--- config.mk ---
export PLATFORM = sky130hd
export DESIGN_NAME = align_shift_64
export DESIGN_NICKNAME = d
export VERILOG_FILES = /design/src/rtl/align_shift_64.sv
export SDC_FILE = /design/constraint.sdc
export NUM_CORES = 1
export LEC_CHECK = 0
export BUFFER_PORTS_ARGS = -buffer_cell sky130_fd_sc_hd__buf_2
export CORE_UTILIZATION = 25
export DETAILED_ROUTE_END_ITERATION = 8
export SETUP_SLACK_MARGIN = 0.15
export SYNTH_ARGS = -nofsm -noshare
export SYNTH_HDL_FRONTEND = slang
export SYNTH_SLANG_ARGS = --single-unit
--- constraint.sdc ---
create_clock -name clk -period 5.01 [get_ports clk]
set_clock_uncertainty 0.1 [all_clocks]
set_input_delay 0 -clock clk [delete_from_list [all_inputs] [get_ports clk]]
set_output_delay 0 -clock clk [all_outputs]
set_load 0.01 [all_outputs]
--- src/rtl/align_shift_64.sv ---
// align_shift_64
//   Two-stage pipelined 64-bit right-shift aligner with sticky-bit generation.
//   It aligns the smaller operand by an exponent difference ahead of the FP
//   adder, and also implements SRL/SRA for the integer path.
//
//   Stage 1 shifts by whole bytes (shamt[5:3]*8). Any shift of 64 or more
//   saturates to a full fill word. Stage 2 shifts by the remaining 0..7 bits.
//   Sticky is the OR of every original in_data bit that falls off the bottom.
//   Fill bits never contribute to sticky.
//
// Ports
//   clk        in   rising-edge clock
//   rst_n      in   asynchronous active-low reset
//   in_valid   in   input beat valid
//   in_ready   out  a beat can be accepted this cycle
//   in_data    in   [DATA_W-1:0]  operand to shift right
//   in_shamt   in   [SHAMT_W-1:0] shift amount, 0..127
//   in_arith   in   1: fill with in_data[63]; 0: fill with zero
//   out_valid  out  output beat valid
//   out_ready  in   consumer accepts the output beat
//   out_data   out  [DATA_W-1:0]  shifted result
//   out_sticky out  OR of all non-fill bits shifted out
//   out_zero   out  out_data == 0
module align_shift_64 #(
  parameter int unsigned DATA_W  = 64,
  parameter int unsigned SHAMT_W = 7
) (
  input  logic               clk,
  input  logic               rst_n,
  input  logic               in_valid,
  output logic               in_ready,
  input  logic [DATA_W-1:0]  in_data,
  input  logic [SHAMT_W-1:0] in_shamt,
  input  logic               in_arith,
  output logic               out_valid,
  input  logic               out_ready,
  output logic [DATA_W-1:0]  out_data,
  output logic               out_sticky,
  output logic               out_zero
);

  localparam logic [DATA_W-1:0] ONES = '1;

  // Handshake control
  logic              rdy_en_q;
  logic              s1_load;
  logic              s2_load;

  // Stage 1 registers
  logic              s1_valid_q;
  logic [DATA_W-1:0] s1_data_q,   s1_data_d;
  logic [2:0]        s1_fine_q,   s1_fine_d;
  logic              s1_fill_q,   s1_fill_d;
  logic              s1_sticky_q, s1_sticky_d;

  // Stage 2 registers (drive the outputs directly)
  logic              s2_valid_q;
  logic [DATA_W-1:0] out_data_q,   out_data_d;
  logic              out_sticky_q, out_sticky_d;
  logic              out_zero_q,   out_zero_d;

  // Stage-1 byte-aligned shift amount
  logic [5:0]        coarse_amt;
  logic              shamt_big;

  // in_ready is held low for the first cycle after reset release, then
  // depends only on pipeline occupancy and out_ready, never on in_valid.
  always_ff @(posedge clk or negedge rst_n) begin
    if (!rst_n) begin
      rdy_en_q <= 1'b0;
    end else begin
      rdy_en_q <= 1'b1;
    end
  end

  assign s2_load  = ~s2_valid_q | out_ready;
  assign s1_load  = rdy_en_q & (~s1_valid_q | s2_load);
  assign in_ready = s1_load;

  // Stage 1: coarse byte shift. Bits at or above position 64 of the shift
  // amount saturate the result to a full fill word with every data bit lost.
  always_comb begin
    shamt_big   = in_shamt[SHAMT_W-1];
    coarse_amt  = {in_shamt[5:3], 3'b000};
    s1_fill_d   = in_arith & in_data[DATA_W-1];
    s1_data_d   = '0;
    s1_fine_d   = '0;
    s1_sticky_d = 1'b0;
    if (shamt_big) begin
      s1_data_d   = {DATA_W{s1_fill_d}};
      s1_fine_d   = '0;
      s1_sticky_d = |in_data;
    end else begin
      s1_data_d   = (in_data >> coarse_amt)
                  | ({DATA_W{s1_fill_d}} & ~(ONES >> coarse_amt));
      s1_fine_d   = in_shamt[2:0];
      s1_sticky_d = |(in_data & ~(ONES << coarse_amt));
    end
  end

  always_ff @(posedge clk or negedge rst_n) begin
    if (!rst_n) begin
      s1_valid_q  <= 1'b0;
      s1_data_q   <= '0;
      s1_fine_q   <= '0;
      s1_fill_q   <= 1'b0;
      s1_sticky_q <= 1'b0;
    end else if (s1_load) begin
      s1_valid_q <= in_valid;
      if (in_valid) begin
        s1_data_q   <= s1_data_d;
        s1_fine_q   <= s1_fine_d;
        s1_fill_q   <= s1_fill_d;
        s1_sticky_q <= s1_sticky_d;
      end
    end
  end

  // Stage 2: fine shift by 0..7. The low bits of the stage-1 word are still
  // original data bits (at most 56+6 < 64), so they feed sticky directly.
  always_comb begin
    out_data_d   = (s1_data_q >> s1_fine_q)
                 | ({DATA_W{s1_fill_q}} & ~(ONES >> s1_fine_q));
    out_sticky_d = s1_sticky_q | (|(s1_data_q & ~(ONES << s1_fine_q)));
    out_zero_d   = ~|out_data_d;
  end

  // Payload only updates on a real beat so an empty pipeline keeps the last
  // result on out_data.
  always_ff @(posedge clk or negedge rst_n) begin
    if (!rst_n) begin
      s2_valid_q   <= 1'b0;
      out_data_q   <= '0;
      out_sticky_q <= 1'b0;
      out_zero_q   <= 1'b0;
    end else if (s2_load) begin
      s2_valid_q <= s1_valid_q;
      if (s1_valid_q) begin
        out_data_q   <= out_data_d;
        out_sticky_q <= out_sticky_d;
        out_zero_q   <= out_zero_d;
      end
    end
  end

  assign out_valid  = s2_valid_q;
  assign out_data   = out_data_q;
  assign out_sticky = out_sticky_q;
  assign out_zero   = out_zero_q;

endmodule

* Word-level counts from Yosys, hierarchy flattened
Cells that the tools add are included.
** Storage, ports and cells
- Word-level logic and storage cells :: 43
- Input port bits :: 76
- Output and inout bits :: 68
- Register bits after elaboration :: 138
** Operators by class
- Muxes and demuxes :: 3
- Bitwise operators :: 17
- Reduce and logical (&&, ||, !) cells :: 7
- Shifts and indexed selects :: 6
** Operators with widths (number)
- $and A64 B64 Y64 :: 4
- $not A64 Y64 :: 4
- $reduce_or A64 Y1 :: 4
- $or A64 B64 Y64 :: 2
- $mux W64 :: 1
- $shl A64 B3 Y64 const A :: 1
- $shl A64 B6 Y64 const A :: 1
- $shr A64 B3 Y64 :: 1
- $shr A64 B3 Y64 const A :: 1
- $shr A64 B6 Y64 :: 1
- $shr A64 B6 Y64 const A :: 1
- $reduce_and A2 Y1 :: 2
- $mux W3 :: 1
- $or A1 B1 Y1 :: 3
- $and A1 B1 Y1 :: 2
- $not A1 Y1 :: 2
- $logic_not A1 Y1 :: 1
- $mux W1 :: 1

* Logic depth before layout (Yosys ltp)
- Word-level depth :: 6
- Depth in mapped cells :: 10
- Mapped depth without buffers :: 6

* Worst setup path before layout
Ideal clock, no wire load.
- Path type :: reg-to-reg
- Start :: reg s1_fine_q[1]
- End :: reg out_zero_q (netlist: out_zero)
- Setup slack :: 2.304 ns
- Stages on the path, launching flop included :: 11
- Setup time :: 0.092 ns
- Required time :: 4.818 ns
- Clock period less this slack :: 2.706 ns
- Path buffers :: 4
- Data arrival time :: 2.514 ns
- Path through :: dfrtp_1 > buf_2 > clkbuf_1 > clkbuf_1 > clkbuf_1 > mux4_2 > mux2i_1 > nand4_1 > nor4_1 > nand2_1 > o31ai_2
** On the way
- Longest elaborated chain between the ends :: 6
- Elaborated cells between the ends (all ways) :: 7
- Classes of those cells :: 2 x shift; 3 x bitwise; 2 x reduce/logical
** Ends and longest elaborated chain
- start, declared :: line 52 : logic [2:0] s1_fine_q, s1_fine_d;
- start signal, assigned :: line 112 : s1_fine_q <= s1_fine_d;
- $shr A64 B3 Y64 :: line 123 : | ({DATA_W{s1_fill_q}} & ~(ONES >> s1_fine_q));
- $not A64 Y64 :: line 123
- $and A64 B64 Y64 :: line 123
- $or A64 B64 Y64 * :: line 123
- $reduce_or A64 Y1 * :: line 125 : out_zero_d = ~|out_data_d;
- $logic_not A1 Y1 * :: line 125
- end signal, assigned :: line 141 : out_zero_q <= out_zero_d;
- end, declared :: line 60 : logic out_zero_q, out_zero_d;
Mark *: on every way between the ends. The rest lies on a longest branch, timed or not.
A chain may end at the register's enable or synchronous reset.

* Final worst setup path
Ends and elaborated chain as after synthesis.

==> flow_metrics.py <==
metrics = {
    "power": {
        "leakagePower_nw": 5.06,
        "ir_drop_mv": 0.269,
        "p_per_area_nw_per_um2": 417,
    },
    "global_routing": {
        "met1_usage_pct": 26.2,
        "use_met3_pct": 3.82,
        "grt_usage_pct": 17.6,
        "grt_pass1_vias": 8281,
        "grt-busiest-layer": "met1",
        "grt_overflow": 0,
        "grt_max_degree": 118,
        "grt_pass1_wl_um": 51800,
        "grt_use_met2_pct": 24.9,
        "antenna_found_initial": 2,
    },
    "cts": {
        "insertion_delay_ns": 0.43,
        "ctsHtreeMaxLevel": 4,
        "path_clk_slew_ns": 0.06,
        "cts_tree": "yes",
        "cts_buffer_depth": 2,
        "ctsResizeCount": 0,
        "clock_sinks": 138,
        "cts_buffers": 17,
        "root_buffer": "clkbuf_16",
    },
    "yosys": {
        "ys_async_sr_fraction_pct": 100,
        "yosysWarnings": 0,
        "ys_seq_area_share_pct": 36.0,
        "netlist_instances": 1004,
        "post-synth-top-count-cell": "nand2_1",
        "synth_edf_count": 0,
        "syn-cell-area_um2": 9600,
        "synth.ff_latch_count": 138,
        "netlist_top_cells_area": "dfrtp_1 36%, mux4_2 17%, mux2i_1 9.4%, nand2_1 7.4%, o21ai_0 6.7%",
        "syn_nets": 1080,
        "yosysTopAreaCell": "dfrtp_1",
        "synth_top_flop_cell": "dfrtp_1",
        "yosys-top-cells-count": "189 x nand2_1, 138 x dfrtp_1, 129 x o21ai_0, 90 x mux2i_1, 74 x mux4_2",
        "synth_top_area_share_pct": 36.0,
        "syn_avg_cell_area_um2": 9.56,
        "synth.distinct_cells": 53,
    },
    "worst_setup_path": {
        "start_kind": "flip-flop",
        "r2r_start": "s1_fine_q[1]",
        "crit_slowest_cell": "dfrtp_2",
        "ff2ff_setup_slack_ns": 1.48,
        "crit_fanout": 54,
        "critical-path-top-delay-family": "simple AND/OR/NAND/NOR gates",
        "rr_endpoint": "out_zero",
        "worstPathRequired_ns": 5.24,
        "cp_cell_sequence": "buf_4, mux4_2, nand2_1, nand2_1, or4_1, or4_1, o31ai_2",
        "max_stage_delay_ns": 1.05,
        "crit_buf_inv": 1,
        "cp-end-kind": "flip-flop",
        "critPathArrivalTime_ns": 3.76,
        "reg2reg_depth": 7,
        "setup.worst_path.class": "reg -> reg",
    },
    "hold_path": {
        "hold_end": "s1_data_q[14]",
        "hold_path.class": "in -> reg",
        "worstHoldStart": "in_data[22]",
        "hold_depth": 4,
    },
    "sta": {
        "min_period_ns": 3.53,
        "drv_slew": 0,
        "hold_viol": 0,
        "setup_violations": 0,
        "worst_pin_slew_ns": 1.09,
        "fmax_mhz": 283,
        "relSlewSlack_pct": 27.5,
        "fin_crit_sh_pct": 70.5,
        "rsz0062_at_grt": "false",
        "fin_tns_setup_ns": 0,
    },
    "placement": {
        "gp_congestion": 0.976,
        "place_inst": 1582,
        "io_buffers": 143,
        "post-dp-hpwl_um": 26200,
    },
    "final_layout": {
        "areaGrowthSynthToFinish_pct": 19.6,
        "instances_no_fill": 1632,
        "drive_gt1_share_pct": 25.4,
        "nets": 1183,
    },
    "route": {
        "drc": 0,
        "drt_iter0_markers": 894,
        "routed-via-count": 8744,
        "vias_per_cell": 5.36,
        "drtPass1Iterations": 6,
        "drt-total-wl_um": 34100,
        "postRouteAntennaNets": 0,
        "routedWlPerCell_um": 20.9,
    },
    "die": {
        "initial_core_util_pct": 25.4,
        "fp.dieH_um": 198,
        "io_pins": 144,
        "fp-row-count": 71,
        "die_w_um": 198,
        "core_area_um2": 37800,
        "die_area_um2": 39200,
    },
    "run": {
        "cap_violations": 0,
    },
    "outcome": {
        "status": "finished, final reports clean",
    },
}
state kept, by name, summed over array words and instances, names as in the netlist:
name and count:
out_sticky 1, s1_fine_q 3, s1_valid_q 1, out_valid 1, s1_data_q 64, s1_fill_q 1
out_zero 1, rdy_en_q 1, s1_sticky_q 1, out_data 64
cell usage in the layout (no fill, tap or decap), types with 9 or more instances in the layout:
master and n:
buf_4 12, dlygate4sd3_1 17, nor2b_1 9, mux2i_1 90, nor2_1 73, mux2_2 15
dfrtp_1 136, nor4_1 17, a21oi_1 54, mux4_2 74, clkbuf_16 17, nand4_1 16
buf_2 142, o21ai_0 129, nor3_1 10, nand2_1 187
repair_timing:
item	in CTS	in global routing
hold buffers	17	0
buffers inserted	0	0
endpoints found under the hold margin	100	0
how the worst max path moves through the flow:
stage / startpoint / to / slack, ns / cells after the start
detailed placement: s1_fine_q[1] / out_zero / 1.52 / 7
global route: s1_fine_q[1] / out_zero / 1.35 / 7
CTS: s1_fine_q[1] / out_zero / 1.50 / 7
global placement: s1_fine_q[1] / out_zero / 1.57 / 7
floorplan: s1_fine_q[1] / out_zero / 2.30 / 10
finish: s1_fine_q[1] / out_zero / 1.48 / 7
cell type report:
cell class / count / area [um2]
diodes: 1 / 2.50
clock buffers: 18 / 439
well taps: 511 / 639
flip-flops and latches: 138 / 3460
multi-input cells: 771 / 5760
repair buffers: 172 / 982
inverters: 7 / 26.3
fillers: 3970 / 26300
clock inverters: 14 / 168
per-stage QoR:
step / worst slack [ns] / power, mW / utilization, % / hold slack, ns / instance area, um2
after global placement: 1.57 / 3.48 / 28.3 / -0.0330 / 10700
final: 1.48 / 4.79 / 30.4 / 0.0418 / 11500
after floorplan: 2.30 / 2.75 / - / -0.396 / 9600
after detailed placement: 1.52 / 3.50 / 28.3 / -0.0224 / 10700
after global routing: 1.35 / 5.07 / 30.4 / 0.0715 / 11500
after CTS: 1.50 / 4.81 / 30.4 / 0.0117 / 11500
cell families (layout without fill, tap and decap cells):
family	Yosys count	in the layout	share of synthesized area, %
AO/OA/AOI/OAI	250	250	15.2
buffers and inverters	95	211	4.08
multiplexers	183	183	29.6
AND/OR/NAND/NOR	337	337	15.1
flip-flops	138	138	36.0
other	1	2	0.0391
worst register-to-register path: cells and delay by family, from the launching register on:
kind,cells,cell delay [ns]
AO/OA/AOI/OAI,1,0.23
multiplexers,1,0.39
buffers and inverters,1,0.48
flip-flops,1,1.05
AND/OR/NAND/NOR,4,1.20
per-layer routing:
metal  up-vias  share of wire, %
met5         -             0.035
met4         2               2.6
met3        61               9.2
met2       519                41
met1      4202                47
li1       3960                 -
where the power goes:
part | switching [mW] | internal (mW) | leakage, nW | total, mW
Clock | 0.504 | 0.797 | 0.293 | 1.30
Combinational | 0.962 | 0.738 | 3.02 | 1.70
Sequential | 0.350 | 1.44 | 1.75 | 1.79
Total | 1.82 | 2.97 | 5.06 | 4.79
(Power assumes the default switching activity.)
